==> src/rtl/uart_rx_phy_param_if.sv <==
// rtl/uart_rx_phy_param_if.sv - Consumer-side word handshake bundle for the UART receive PHY
interface uart_rx_phy_param_if #(
  parameter int DATA_WIDTH = 8
) ();

  // Received word plus its error flags, all qualified by rx_valid.
  logic [DATA_WIDTH-1:0] rx_data;
  logic                  rx_valid;
  logic                  rx_ready;
  logic                  rx_parity_err;
  logic                  rx_frame_err;

  // The receiver produces words; the register decoder consumes them.
  modport master (
    output rx_data,
    output rx_valid,
    output rx_parity_err,
    output rx_frame_err,
    input  rx_ready
  );

  modport slave (
    input  rx_data,
    input  rx_valid,
    input  rx_parity_err,
    input  rx_frame_err,
    output rx_ready
  );

endinterface

==> src/rtl/uart_rx_phy_param.sv <==
// rtl/uart_rx_phy_param.sv - Parametrised oversampling UART receive PHY (break detection: UART_RX_BREAK_DET_EN)
module uart_rx_phy_param #(
  parameter int DATA_WIDTH  = 8,
  parameter int OVERSAMPLE  = 16,
  parameter int SYNC_STAGES = 2
) (
  input  logic                sys_clk,
  input  logic                rst_n,
  input  logic                os_tick_i,
  input  logic                rx_line_i,
  input  logic                cfg_parity_en_i,
  input  logic                cfg_parity_odd_i,
  input  logic                cfg_two_stop_i,
  uart_rx_phy_param_if.master rx_if,
  output logic                rx_overrun_o,
  output logic                rx_break_o,
  output logic                rx_busy_o
);

  localparam int TW = $clog2(OVERSAMPLE);
  localparam int BW = $clog2(DATA_WIDTH);

  // Bits are judged on the tick after mid-bit so the 3-deep window holds MID-1..MID+1.
  localparam logic [TW-1:0] SAMPLE_TICK = TW'(OVERSAMPLE / 2 + 1);
  localparam logic [TW-1:0] LAST_TICK   = TW'(OVERSAMPLE - 1);
  localparam logic [BW-1:0] LAST_BIT    = BW'(DATA_WIDTH - 1);

  typedef enum logic [2:0] {
    ST_IDLE     = 3'd0,
    ST_START    = 3'd1,
    ST_DATA     = 3'd2,
    ST_PARITY   = 3'd3,
    ST_STOP     = 3'd4
`ifdef UART_RX_BREAK_DET_EN
    , ST_BRK_WAIT = 3'd5
`endif
  } state_e;

  // Line conditioning
  logic [SYNC_STAGES-1:0] sync_q;
  logic                   rx_s;
  logic [2:0]             win_q;
  logic                   maj;
  logic                   edge_seen;

  // Frame FSM and datapath
  state_e                 state_q, state_d;
  logic [TW-1:0]          tick_q, tick_d;
  logic [BW-1:0]          bit_q, bit_d;
  logic [DATA_WIDTH-1:0]  shift_q, shift_d;
  logic                   par_en_q, par_en_d;
  logic                   par_odd_q, par_odd_d;
  logic                   two_stop_q, two_stop_d;
  logic                   stop2_q, stop2_d;
  logic                   perr_q, perr_d;
  logic                   ferr_q, ferr_d;
`ifdef UART_RX_BREAK_DET_EN
  logic                   zero_q, zero_d;
`endif

  // Decoded strobes
  logic                   at_sample;
  logic                   at_bit_end;
  logic                   final_stop;
  logic                   brk_hit;
  logic                   frame_done;

  // Consumer-side registers
  logic [DATA_WIDTH-1:0]  rx_data_q;
  logic                   rx_valid_q;
  logic                   rx_perr_q;
  logic                   rx_ferr_q;
  logic                   rx_overrun_q;

  // Bring rx_line into sys_clk; presetting to 1 makes reset look like an idle line.
  always_ff @(posedge sys_clk or negedge rst_n) begin
    if (!rst_n) begin
      sync_q <= '1;
    end else begin
      sync_q <= {sync_q[SYNC_STAGES-2:0], rx_line_i};
    end
  end

  assign rx_s = sync_q[SYNC_STAGES-1];

  // Shift the synchronised line into the 3-sample vote window once per oversample tick.
  always_ff @(posedge sys_clk or negedge rst_n) begin
    if (!rst_n) begin
      win_q <= 3'b111;
    end else if (os_tick_i) begin
      win_q <= {win_q[1:0], rx_s};
    end
  end

  // win_q[0] is the newest sample; a 1 -> 0 step between the two newest marks a start edge.
  assign maj       = (win_q[0] & win_q[1]) | (win_q[0] & win_q[2]) | (win_q[1] & win_q[2]);
  assign edge_seen = win_q[1] & ~win_q[0];

  // State and frame datapath registers; a mid-frame reset drops the frame on the spot.
  always_ff @(posedge sys_clk or negedge rst_n) begin
    if (!rst_n) begin
      state_q    <= ST_IDLE;
      tick_q     <= '0;
      bit_q      <= '0;
      shift_q    <= '0;
      par_en_q   <= 1'b0;
      par_odd_q  <= 1'b0;
      two_stop_q <= 1'b0;
      stop2_q    <= 1'b0;
      perr_q     <= 1'b0;
      ferr_q     <= 1'b0;
`ifdef UART_RX_BREAK_DET_EN
      zero_q     <= 1'b1;
`endif
    end else begin
      state_q    <= state_d;
      tick_q     <= tick_d;
      bit_q      <= bit_d;
      shift_q    <= shift_d;
      par_en_q   <= par_en_d;
      par_odd_q  <= par_odd_d;
      two_stop_q <= two_stop_d;
      stop2_q    <= stop2_d;
      perr_q     <= perr_d;
      ferr_q     <= ferr_d;
`ifdef UART_RX_BREAK_DET_EN
      zero_q     <= zero_d;
`endif
    end
  end

  // Decode sample/bit-end strobes, frame completion, break and busy from the current state.
  always_comb begin
    at_sample  = os_tick_i && (tick_q == SAMPLE_TICK);
    at_bit_end = os_tick_i && (tick_q == LAST_TICK);
    final_stop = (state_q == ST_STOP) && at_sample && (!two_stop_q || stop2_q);
    brk_hit    = 1'b0;
`ifdef UART_RX_BREAK_DET_EN
    brk_hit    = (state_q == ST_STOP) && at_sample && !stop2_q && zero_q && !maj;
`endif
    frame_done = final_stop && !brk_hit;
    rx_busy_o  = (state_q != ST_IDLE);
  end

  // Next-state logic; START is held to its bit end so DATA begins on a bit boundary.
  always_comb begin
    state_d = state_q;
    if (os_tick_i) begin
      case (state_q)
        ST_IDLE: begin
          if (edge_seen) state_d = ST_START;
        end
        ST_START: begin
          if (at_sample && maj) begin
            state_d = ST_IDLE;
          end else if (at_bit_end) begin
            state_d = ST_DATA;
          end
        end
        ST_DATA: begin
          if (at_bit_end && (bit_q == LAST_BIT)) begin
            state_d = par_en_q ? ST_PARITY : ST_STOP;
          end
        end
        ST_PARITY: begin
          if (at_bit_end) state_d = ST_STOP;
        end
        ST_STOP: begin
          // Leaving at the sample point rather than the bit end leaves half a bit of slack.
          if (final_stop) state_d = ST_IDLE;
`ifdef UART_RX_BREAK_DET_EN
          if (brk_hit) state_d = ST_BRK_WAIT;
`endif
        end
`ifdef UART_RX_BREAK_DET_EN
        ST_BRK_WAIT: begin
          if (maj && (tick_q == LAST_TICK)) state_d = ST_IDLE;
        end
`endif
        default: state_d = ST_IDLE;
      endcase
    end
  end

  // Datapath next values: bit timing, data capture, latched config and error accumulation.
  always_comb begin
    tick_d     = tick_q;
    bit_d      = bit_q;
    shift_d    = shift_q;
    par_en_d   = par_en_q;
    par_odd_d  = par_odd_q;
    two_stop_d = two_stop_q;
    stop2_d    = stop2_q;
    perr_d     = perr_q;
    ferr_d     = ferr_q;
`ifdef UART_RX_BREAK_DET_EN
    zero_d     = zero_q;
`endif
    if (os_tick_i) begin
      case (state_q)
        ST_IDLE: begin
          tick_d  = '0;
          bit_d   = '0;
          stop2_d = 1'b0;
          perr_d  = 1'b0;
          ferr_d  = 1'b0;
`ifdef UART_RX_BREAK_DET_EN
          zero_d  = 1'b1;
`endif
          // Config is frozen at the start edge so a mid-frame change cannot split a frame.
          if (edge_seen) begin
            par_en_d   = cfg_parity_en_i;
            par_odd_d  = cfg_parity_odd_i;
            two_stop_d = cfg_two_stop_i;
          end
        end
`ifdef UART_RX_BREAK_DET_EN
        ST_BRK_WAIT: begin
          // Counts consecutive high votes; any low vote restarts the idle-bit measurement.
          tick_d = maj ? tick_q + 1'b1 : '0;
        end
`endif
        default: begin
          tick_d = at_bit_end ? '0 : tick_q + 1'b1;
          if ((state_q == ST_DATA) && at_sample) begin
            shift_d[bit_q] = maj;
          end
          if ((state_q == ST_DATA) && at_bit_end) begin
            bit_d = bit_q + 1'b1;
          end
          if ((state_q == ST_PARITY) && at_sample) begin
            perr_d = (maj != (^shift_q ^ par_odd_q));
          end
          if ((state_q == ST_STOP) && at_sample && !maj) begin
            ferr_d = 1'b1;
          end
          if ((state_q == ST_STOP) && at_bit_end) begin
            stop2_d = 1'b1;
          end
`ifdef UART_RX_BREAK_DET_EN
          if (at_sample && (state_q != ST_STOP)) begin
            zero_d = zero_q & ~maj;
          end
          if (brk_hit) begin
            tick_d = '0;
          end
`endif
        end
      endcase
    end
  end

  // Deliver a finished frame, or drop it with an overrun pulse while the old word is pending.
  always_ff @(posedge sys_clk or negedge rst_n) begin
    if (!rst_n) begin
      rx_data_q    <= '0;
      rx_valid_q   <= 1'b0;
      rx_perr_q    <= 1'b0;
      rx_ferr_q    <= 1'b0;
      rx_overrun_q <= 1'b0;
    end else begin
      rx_overrun_q <= 1'b0;
      if (frame_done && (!rx_valid_q || rx_if.rx_ready)) begin
        rx_data_q  <= shift_q;
        rx_perr_q  <= perr_q;
        // The final stop vote is taken this cycle, so fold it in directly.
        rx_ferr_q  <= ferr_q | ~maj;
        rx_valid_q <= 1'b1;
      end else if (frame_done) begin
        rx_overrun_q <= 1'b1;
      end else if (rx_valid_q && rx_if.rx_ready) begin
        rx_valid_q <= 1'b0;
      end
    end
  end

`ifdef UART_RX_BREAK_DET_EN
  logic rx_break_q;

  // One-cycle break strobe at the first stop sample of an all-zero frame.
  always_ff @(posedge sys_clk or negedge rst_n) begin
    if (!rst_n) begin
      rx_break_q <= 1'b0;
    end else begin
      rx_break_q <= brk_hit;
    end
  end

  assign rx_break_o = rx_break_q;
`else
  assign rx_break_o = 1'b0;
`endif

  assign rx_if.rx_data       = rx_data_q;
  assign rx_if.rx_valid      = rx_valid_q;
  assign rx_if.rx_parity_err = rx_perr_q;
  assign rx_if.rx_frame_err  = rx_ferr_q;
  assign rx_overrun_o        = rx_overrun_q;

endmodule

==> src/flat_wrapper.sv <==
// flat-port wrapper written by rule: the top's interface ports become plain ports
module uart_rx_phy_param_flat 
#(
  parameter int DATA_WIDTH  = 8,
  parameter int OVERSAMPLE  = 16,
  parameter int SYNC_STAGES = 2
)
  (sys_clk, rst_n, os_tick_i, rx_line_i, cfg_parity_en_i, cfg_parity_odd_i, cfg_two_stop_i, rx_overrun_o, rx_break_o, rx_busy_o, rx_if_rx_data, rx_if_rx_valid, rx_if_rx_parity_err, rx_if_rx_frame_err, rx_if_rx_ready);
  uart_rx_phy_param_if #(.DATA_WIDTH(DATA_WIDTH)) rx_if_i ();
  input  logic sys_clk;
  input  logic rst_n;
  input  logic os_tick_i;
  input  logic rx_line_i;
  input  logic cfg_parity_en_i;
  input  logic cfg_parity_odd_i;
  input  logic cfg_two_stop_i;
  output logic rx_overrun_o;
  output logic rx_break_o;
  output logic rx_busy_o;
  output wire logic [$bits(rx_if_i.rx_data)-1:0] rx_if_rx_data;
  output wire logic [$bits(rx_if_i.rx_valid)-1:0] rx_if_rx_valid;
  output wire logic [$bits(rx_if_i.rx_parity_err)-1:0] rx_if_rx_parity_err;
  output wire logic [$bits(rx_if_i.rx_frame_err)-1:0] rx_if_rx_frame_err;
  input wire logic [$bits(rx_if_i.rx_ready)-1:0] rx_if_rx_ready;
  assign rx_if_rx_data = rx_if_i.rx_data;
  assign rx_if_rx_valid = rx_if_i.rx_valid;
  assign rx_if_rx_parity_err = rx_if_i.rx_parity_err;
  assign rx_if_rx_frame_err = rx_if_i.rx_frame_err;
  assign rx_if_i.rx_ready = rx_if_rx_ready;
  uart_rx_phy_param #(.DATA_WIDTH(DATA_WIDTH), .OVERSAMPLE(OVERSAMPLE), .SYNC_STAGES(SYNC_STAGES)) u_core (.sys_clk(sys_clk), .rst_n(rst_n), .os_tick_i(os_tick_i), .rx_line_i(rx_line_i), .cfg_parity_en_i(cfg_parity_en_i), .cfg_parity_odd_i(cfg_parity_odd_i), .cfg_two_stop_i(cfg_two_stop_i), .rx_if(rx_if_i), .rx_overrun_o(rx_overrun_o), .rx_break_o(rx_break_o), .rx_busy_o(rx_busy_o));
endmodule
==> config.mk <==
export PLATFORM = sky130hd
export DESIGN_NAME = uart_rx_phy_param_flat
export DESIGN_NICKNAME = d
export VERILOG_FILES = /design/src/rtl/uart_rx_phy_param_if.sv /design/src/rtl/uart_rx_phy_param.sv /design/src/flat_wrapper.sv
export SDC_FILE = /design/constraint.sdc
export NUM_CORES = 1
export LEC_CHECK = 0
export ABC_AREA = 1
export CAP_MARGIN = 10
export CORE_MARGIN = 2
export CORE_UTILIZATION = 45
export CTS_BUF_LIST = sky130_fd_sc_hd__clkbuf_16
export DETAILED_ROUTE_END_ITERATION = 10
export PLACE_DENSITY = 0.71
export RECOVER_POWER = 50
export SETUP_SLACK_MARGIN = 0.2
export SLEW_MARGIN = 10
export SYNTH_ARGS = -nofsm -noshare
export SYNTH_HDL_FRONTEND = slang
export SYNTH_SLANG_ARGS = --single-unit
==> constraint.sdc <==
create_clock -name sys_clk -period 1.55 [get_ports sys_clk]
set_clock_uncertainty 0.2 [all_clocks]
set_input_delay 0.155 -clock sys_clk [delete_from_list [all_inputs] [get_ports sys_clk]]
set_output_delay 0.155 -clock sys_clk [all_outputs]
set_load 0.01 [all_outputs]
Word level (Yosys, flattened, before mapping)
Index checks and enable logic that the tools add are counted.
Cells by class
  add/sub/neg operators: 2
  magnitude comparators: 2
  eq/ne operators: 14
  multiplexer cells: 26
  bitwise gates (word level): 11
  reductions and logical operators: 35
Operators with widths (count)
  two-way mux 3 bit: 9
  case mux 3 bit (5 select lines): 1
  logical AND 1 bit: 14
  two-way mux 1 bit: 12
  AND reduction 2 bit: 5
  nonzero test 2 bit: 5
  bitwise mux 8 bit: 1
  equality test 4 bit, second input constant: 2
  two-way mux 4 bit: 2
  != test 2 x 1 -> 1 bit, second input constant: 4
  XOR reduction 8 bit: 1
  equality test 3 x 2 -> 1 bit, second input constant: 2
  equality test 3 bit, second input constant: 2
  AND reduction 3 bit: 2
  AND reduction 6 bit: 1
  adder 4 x 1 -> 4 bit, second input constant: 1
  AND 1 bit: 4
  < comparator 3 x 4 -> 1 bit, second input constant: 1
  adder 3 x 1 -> 3 bit, second input constant: 1
  demux 1 bit (select 3 bit): 1
  equality test 3 x 1 -> 1 bit, second input constant: 1
  >= comparator 3 x 1 -> 1 bit, second input constant: 1
  logical NOT 1 bit: 3
  logical NOT 3 bit: 1
  8 further kinds: 13
Word-level totals
  register bits: 41
  input port bits: 8
  output and inout bits: 14
  logic and storage cells: 107

Longest topological paths before layout
  depth in word-level cells: 7
  depth in mapped cells: 11
  gate-level depth less buffers: 11

Worst setup path before layout
OpenSTA, ideal clock, no wires.
  kind: reg2reg
  start point: register u_core.tick_q[1]
  end point: register u_core.rx_data_q[6], in the netlist u_core.rx_if.rx_data[6]
  library setup time: 117 ps
  arrival time: 1278 ps
  data required time: 1233 ps
  slack: -45 ps
  stages on the path, launching flop included: 9
  buffers on the path: 1
  path through: dfrtp_1 -> inv_1 -> ha_1 -> nand4_4 -> nor2_4 -> nand3_4 -> buf_6 -> nand2_1 -> nand2_1
Between the ends
  cells in the longest elaborated chain, start to end: 5
Ends and longest elaborated chain
  from (decl): RTL line uart_rx_phy_param.sv:48  | logic [TW-1:0] tick_q, tick_d;
  from (signal assigned): RTL line uart_rx_phy_param.sv:117  | tick_q <= tick_d;
  equality test 4 bit: RTL line uart_rx_phy_param.sv:134  | at_sample = os_tick_i && (tick_q == SAMPLE_TICK);
  logical AND 1 bit: RTL line uart_rx_phy_param.sv:134
  logical AND 1 bit (2 in a row): RTL line uart_rx_phy_param.sv:136  | final_stop = (state_q == ST_STOP) && at_sample && (!two_stop_q || stop2_q);
  logical AND 1 bit: RTL line uart_rx_phy_param.sv:263  | if (frame_done && (!rx_valid_q || rx_if.rx_ready)) begin
  to (signal assigned): RTL line uart_rx_phy_param.sv:264  | rx_data_q <= shift_q;
  to (decl): RTL line uart_rx_phy_param.sv:69  | logic [DATA_WIDTH-1:0] rx_data_q;
No other way between the ends.
A chain may end at the register's enable or synchronous reset.

Worst setup path after layout
  start point: register u_core.tick_q[1]
  end point: register u_core.state_q[1]
Between the ends
  cells in the longest elaborated chain, start to end: 6
  elaborated cells on any way between the ends: 15
  classes of those cells: eq/ne (6); mux (2); reduce/logical (7)
Ends and longest elaborated chain
  equality test 4 bit: RTL line uart_rx_phy_param.sv:134
  logical AND 1 bit: RTL line uart_rx_phy_param.sv:134
  logical AND 1 bit (2 in a row): RTL line uart_rx_phy_param.sv:136
  != test 2 x 1 -> 1 bit (no source line)
  AND reduction 6 bit (no source line)
  to (signal assigned): RTL line uart_rx_phy_param.sv:116  | state_q <= state_d;
  to (decl): RTL line uart_rx_phy_param.sv:47  | state_e state_q, state_d;
Parallel ways exist; a longest one is shown, timed or not.

==> impl_metrics.py <==
metrics = {
    "cts": {
        "cts.path.max_buffers": 2,
        "cts_tree": "built",
        "cts_buffers": 5,
        "insertion_delay_ps": 280,
        "cts_num_sinks": 41,
        "clock-root-buffer": "clkbuf_16",
        "clk_transition_reported_paths_ps": 60,
        "ctsHtreeMaxLevel": 2,
    },
    "place": {
        "numPortBuffers": 20,
        "placedInstanceArea_um2": 2628,
        "gp_congestion": 0.8374,
        "hpwl_um": 3086,
    },
    "sta": {
        "final_max_slew_viol_count": 0,
        "grt_setup_unrepaired": "yes",
        "finalHoldViolCount": 0,
        "fin_crit_ps": 1663,
        "fmaxAchievable_mhz": 601.2,
        "slew_headroom_pct": 63.22,
        "setup_violating_endpoint_count_in_the_final_report": 26,
        "tightestPinTransition_ps": 551.7,
        "final_critical_path_setup_slack_ps": -113.4,
        "finalCritPeriodShare_pct": 107.3,
    },
    "power_and_ir_drop": {
        "power_density_nw_per_um2": 1250,
        "leak_pwr_nw": 1.547,
        "peakVddDrop_mv": 0.8182,
    },
    "floorplanning": {
        "rows": 24,
        "fp.dieArea_um2": 5214,
        "fp.coreArea_um2": 4414,
        "pin_count": 22,
        "initial_utilization_pct": 47.42,
        "dieWidth_um": 72.21,
        "die_h_um": 72.21,
    },
    "worst_setup_path": {
        "path_class": "reg2reg",
        "critical-path-top-delay-family": "simple AND/OR/NAND/NOR gates",
        "crit_chain": "inv_2, ha_4, nand4_4, o21ai_2, nand2_1, nand2_2, nand2_2, nand2_1, nand2_1",
        "critPathMostFrequentCell": "nand2_1",
        "cp_slowest_stage_delay_ps": 390,
        "cp_slowest_cell": "dfrtp_1",
        "critPathLaunchType": "register",
        "timing.critical_path.required_ps": 1530,
        "critical_path_arrival_ps": 1640,
        "max_fanout_on_critical_path": 4,
        "critPathCaptureType": "register",
        "critical_path.n_buffers_inverters": 1,
    },
    "routing": {
        "first_iter_violations": 71,
        "postRouteWirelength_um": 5136,
        "drt.antenna.violating_nets": 0,
        "drcViolationCount": 0,
        "drt-vias-per-instance": 5.042,
        "route.detailed.wl_per_inst_um": 13.52,
        "route.vias.total": 1916,
        "detailedRoute.firstPassIterationCount": 4,
    },
    "synth": {
        "synth-edff-count": 0,
        "synth.mux.area_fraction_pct": 0.4782,
        "ys_types": 27,
        "synth-simple-area-share_pct": 29.23,
        "syn_area_per_cell_um2": 8.307,
        "synth-async-reset-ratio_pct": 100.0,
        "synthesis.area_um2": 2093,
        "main_combinational_cell_family_by_area_after_synthesis": "simple AND/OR/NAND/NOR gates",
        "synthMostInstantiatedCell": "nand2_1",
        "number_of_storage_elements_in_the_synthesis_netlist": 41,
        "area_fraction_in_compound_gates_after_synthesis_pct": 9.384,
        "synth_adder_area_share_pct": 2.391,
        "syn-instance-count": 252,
        "ys_top_cells_by_count": "nand2_1, dfrtp_1, inv_1, nand3_1, nor2_1",
        "synth-main-ff-cell": "dfrtp_1",
        "synth.yosys.seq_area_share_pct": 49.31,
        "yosys_warnings": 0,
        "synth_largest_area_cell": "dfrtp_1",
        "fraction_of_synthesized_cell_area_in_xor_and_xnor_cells_pct": 1.674,
        "synth.top_cell.area_share_pct": 43.04,
        "yosys-top-cells-area": "dfrtp_1, nand2_1, dfstp_2",
        "syn_nets": 264,
    },
    "run": {
        "cap_violations": 0,
    },
    "layout": {
        "area_delta_synth_final_pct": 53.44,
        "postLayoutCellArea_um2": 3212,
        "nFillCells": 306,
        "antenna_cells_inserted": 0,
        "multi_input_comb_area_um2": 1219,
        "postLayoutCoreUtil_pct": 72.76,
        "nets": 339,
        "layout-drive-gt1-share_pct": 43.90,
        "seq_area_um2": 1036,
    },
    "global_route": {
        "grt_util_met3_pct": 4.444,
        "grt-busiest-layer": "met2",
        "groute.layer.met2.usage_pct": 37.72,
        "grt_usage_pct": 20.71,
        "initial_antenna_violation_count": 0,
        "gr-usage-met1_pct": 23.65,
        "grt-ovfl-total": 0,
        "first_global_vias": 1905,
        "first_pass_grt_wire_length_um": 8411,
        "grt_max_degree": 42,
    },
    "worst_hold_path": {
        "holdCritPathClass": "reg2reg",
    },
    "outcome": {
        "run_status": "complete, but fails checks",
        "violations_in_the_final_reports": "negative setup slack",
    },
}
==> placed cells by master, fill, tap and decap left out, types with 2 or more instances in the layout <==
cell and count:
nand2_1 59, buf_4 37, dfrtp_1 33, nand2_2 21
inv_1 20, nand3_1 17, o21ai_2 13, inv_2 12
o21ai_1 12, dlygate4sd2_1 12, nand3_4 11, nor2_1 9
buf_6 9, nor2_4 7, clkbuf_16 5, clkdlybuf4s50_1 5
dfstp_2 5, xor2_1 3, nand2_4 3, a21oi_1 3
dfrtp_2 3, nor2_2 2, o21ai_0 2, nand3_2 2
ha_4 2, dlygate4sd3_1 2, buf_12 2
==> layer usage <==
layer  share of wire (%)  routed length, um
met1                  41               2115
met2                  54               2760
met3                 3.3                170
met4                 1.8                 90
met5                   0                  0
==> where the power goes <==
part	internal (mW)	switching, mW
Clock	0.748	0.398
Combinational	0.725	0.823
Sequential	1.20	0.119
Total	2.68	1.34
==> sequential cells by signal, summed over array words and instances, names as in the netlist, 2 cells and up <==
signal                flops
u_core.bit_q              3
u_core.rx_if.rx_data      8
u_core.shift_q            8
u_core.state_q            3
u_core.sync_q             2
u_core.tick_q             4
u_core.win_q              3
==> logic make-up (layout without fill, tap and decap cells) <==
kind of cell    Yosys count  after routing
simple gates            132            135
mux                       1              1
other cells               1              1
buf+inv                  36            109
xor+xnor                  4              4
compound gates           33             33
flops                    41             41
fa+ha+maj                 4              4
==> worst reg2reg max path, cell delays in order, from the launching register on <==
cell and delay (ps):
dfrtp_1 390, inv_2 80, ha_4 140, nand4_4 140, o21ai_2 220, nand2_1 110, nand2_2 100, nand2_2 80
nand2_1 70, nand2_1 40
==> path summary, 6_finish.rpt <==
path | endpoint | cells after the start | start | slack (ps)
min in group asynchronous | u_core.rx_overrun_o | 3 | rst_n | 320
worst min-delay path | u_core.sync_q[1] | 0 | u_core.sync_q[0] | 160
max in group asynchronous | u_core.bit_q[0] | 3 | rst_n | 430
worst max register to register | u_core.state_q[1] | 9 | u_core.tick_q[1] | -110
worst max-delay path | u_core.state_q[1] | 9 | u_core.tick_q[1] | -110
worst min register to register | u_core.sync_q[1] | 0 | u_core.sync_q[0] | 160
==> through the flow <==
step / power [mW] / setup WS, ps / setup TNS [ps] / std cells / hold WS, ps
after floorplan: 1.898 / -30.96 / -92.87 / 252 / -340.6
after global placement: 2.351 / -265.8 / -5322 / 352 / -54.56
after detailed placement: 2.366 / -306.5 / -6399 / 352 / -54.54
after CTS: 3.775 / -42.72 / -703.5 / 373 / 73.02
after global routing: 4.239 / -229.1 / -3833 / 380 / 157.8
final: 4.016 / -113.4 / -1539 / 380 / 155.0
==> final cells by class <==
class	instances	share of cell area, %
multi-input combinational	178	37.94
tap	52	2.026
timing repair buffer	69	18.89
clock buffer	5	3.896
clock inverter	3	1.169
inverter	32	3.818
sequential	41	32.26
==> timing repair <==
action                     in CTS  in global routing
setup endpoints to repair      49                 37
gates resized for setup        56                 41
gates cloned                    3                  0
hold buffers                    1                  0
pin swaps                      15                 20
buffers inserted                9                  7
hold endpoints to repair       41                  0
Power figures use the tool's default switching activity.
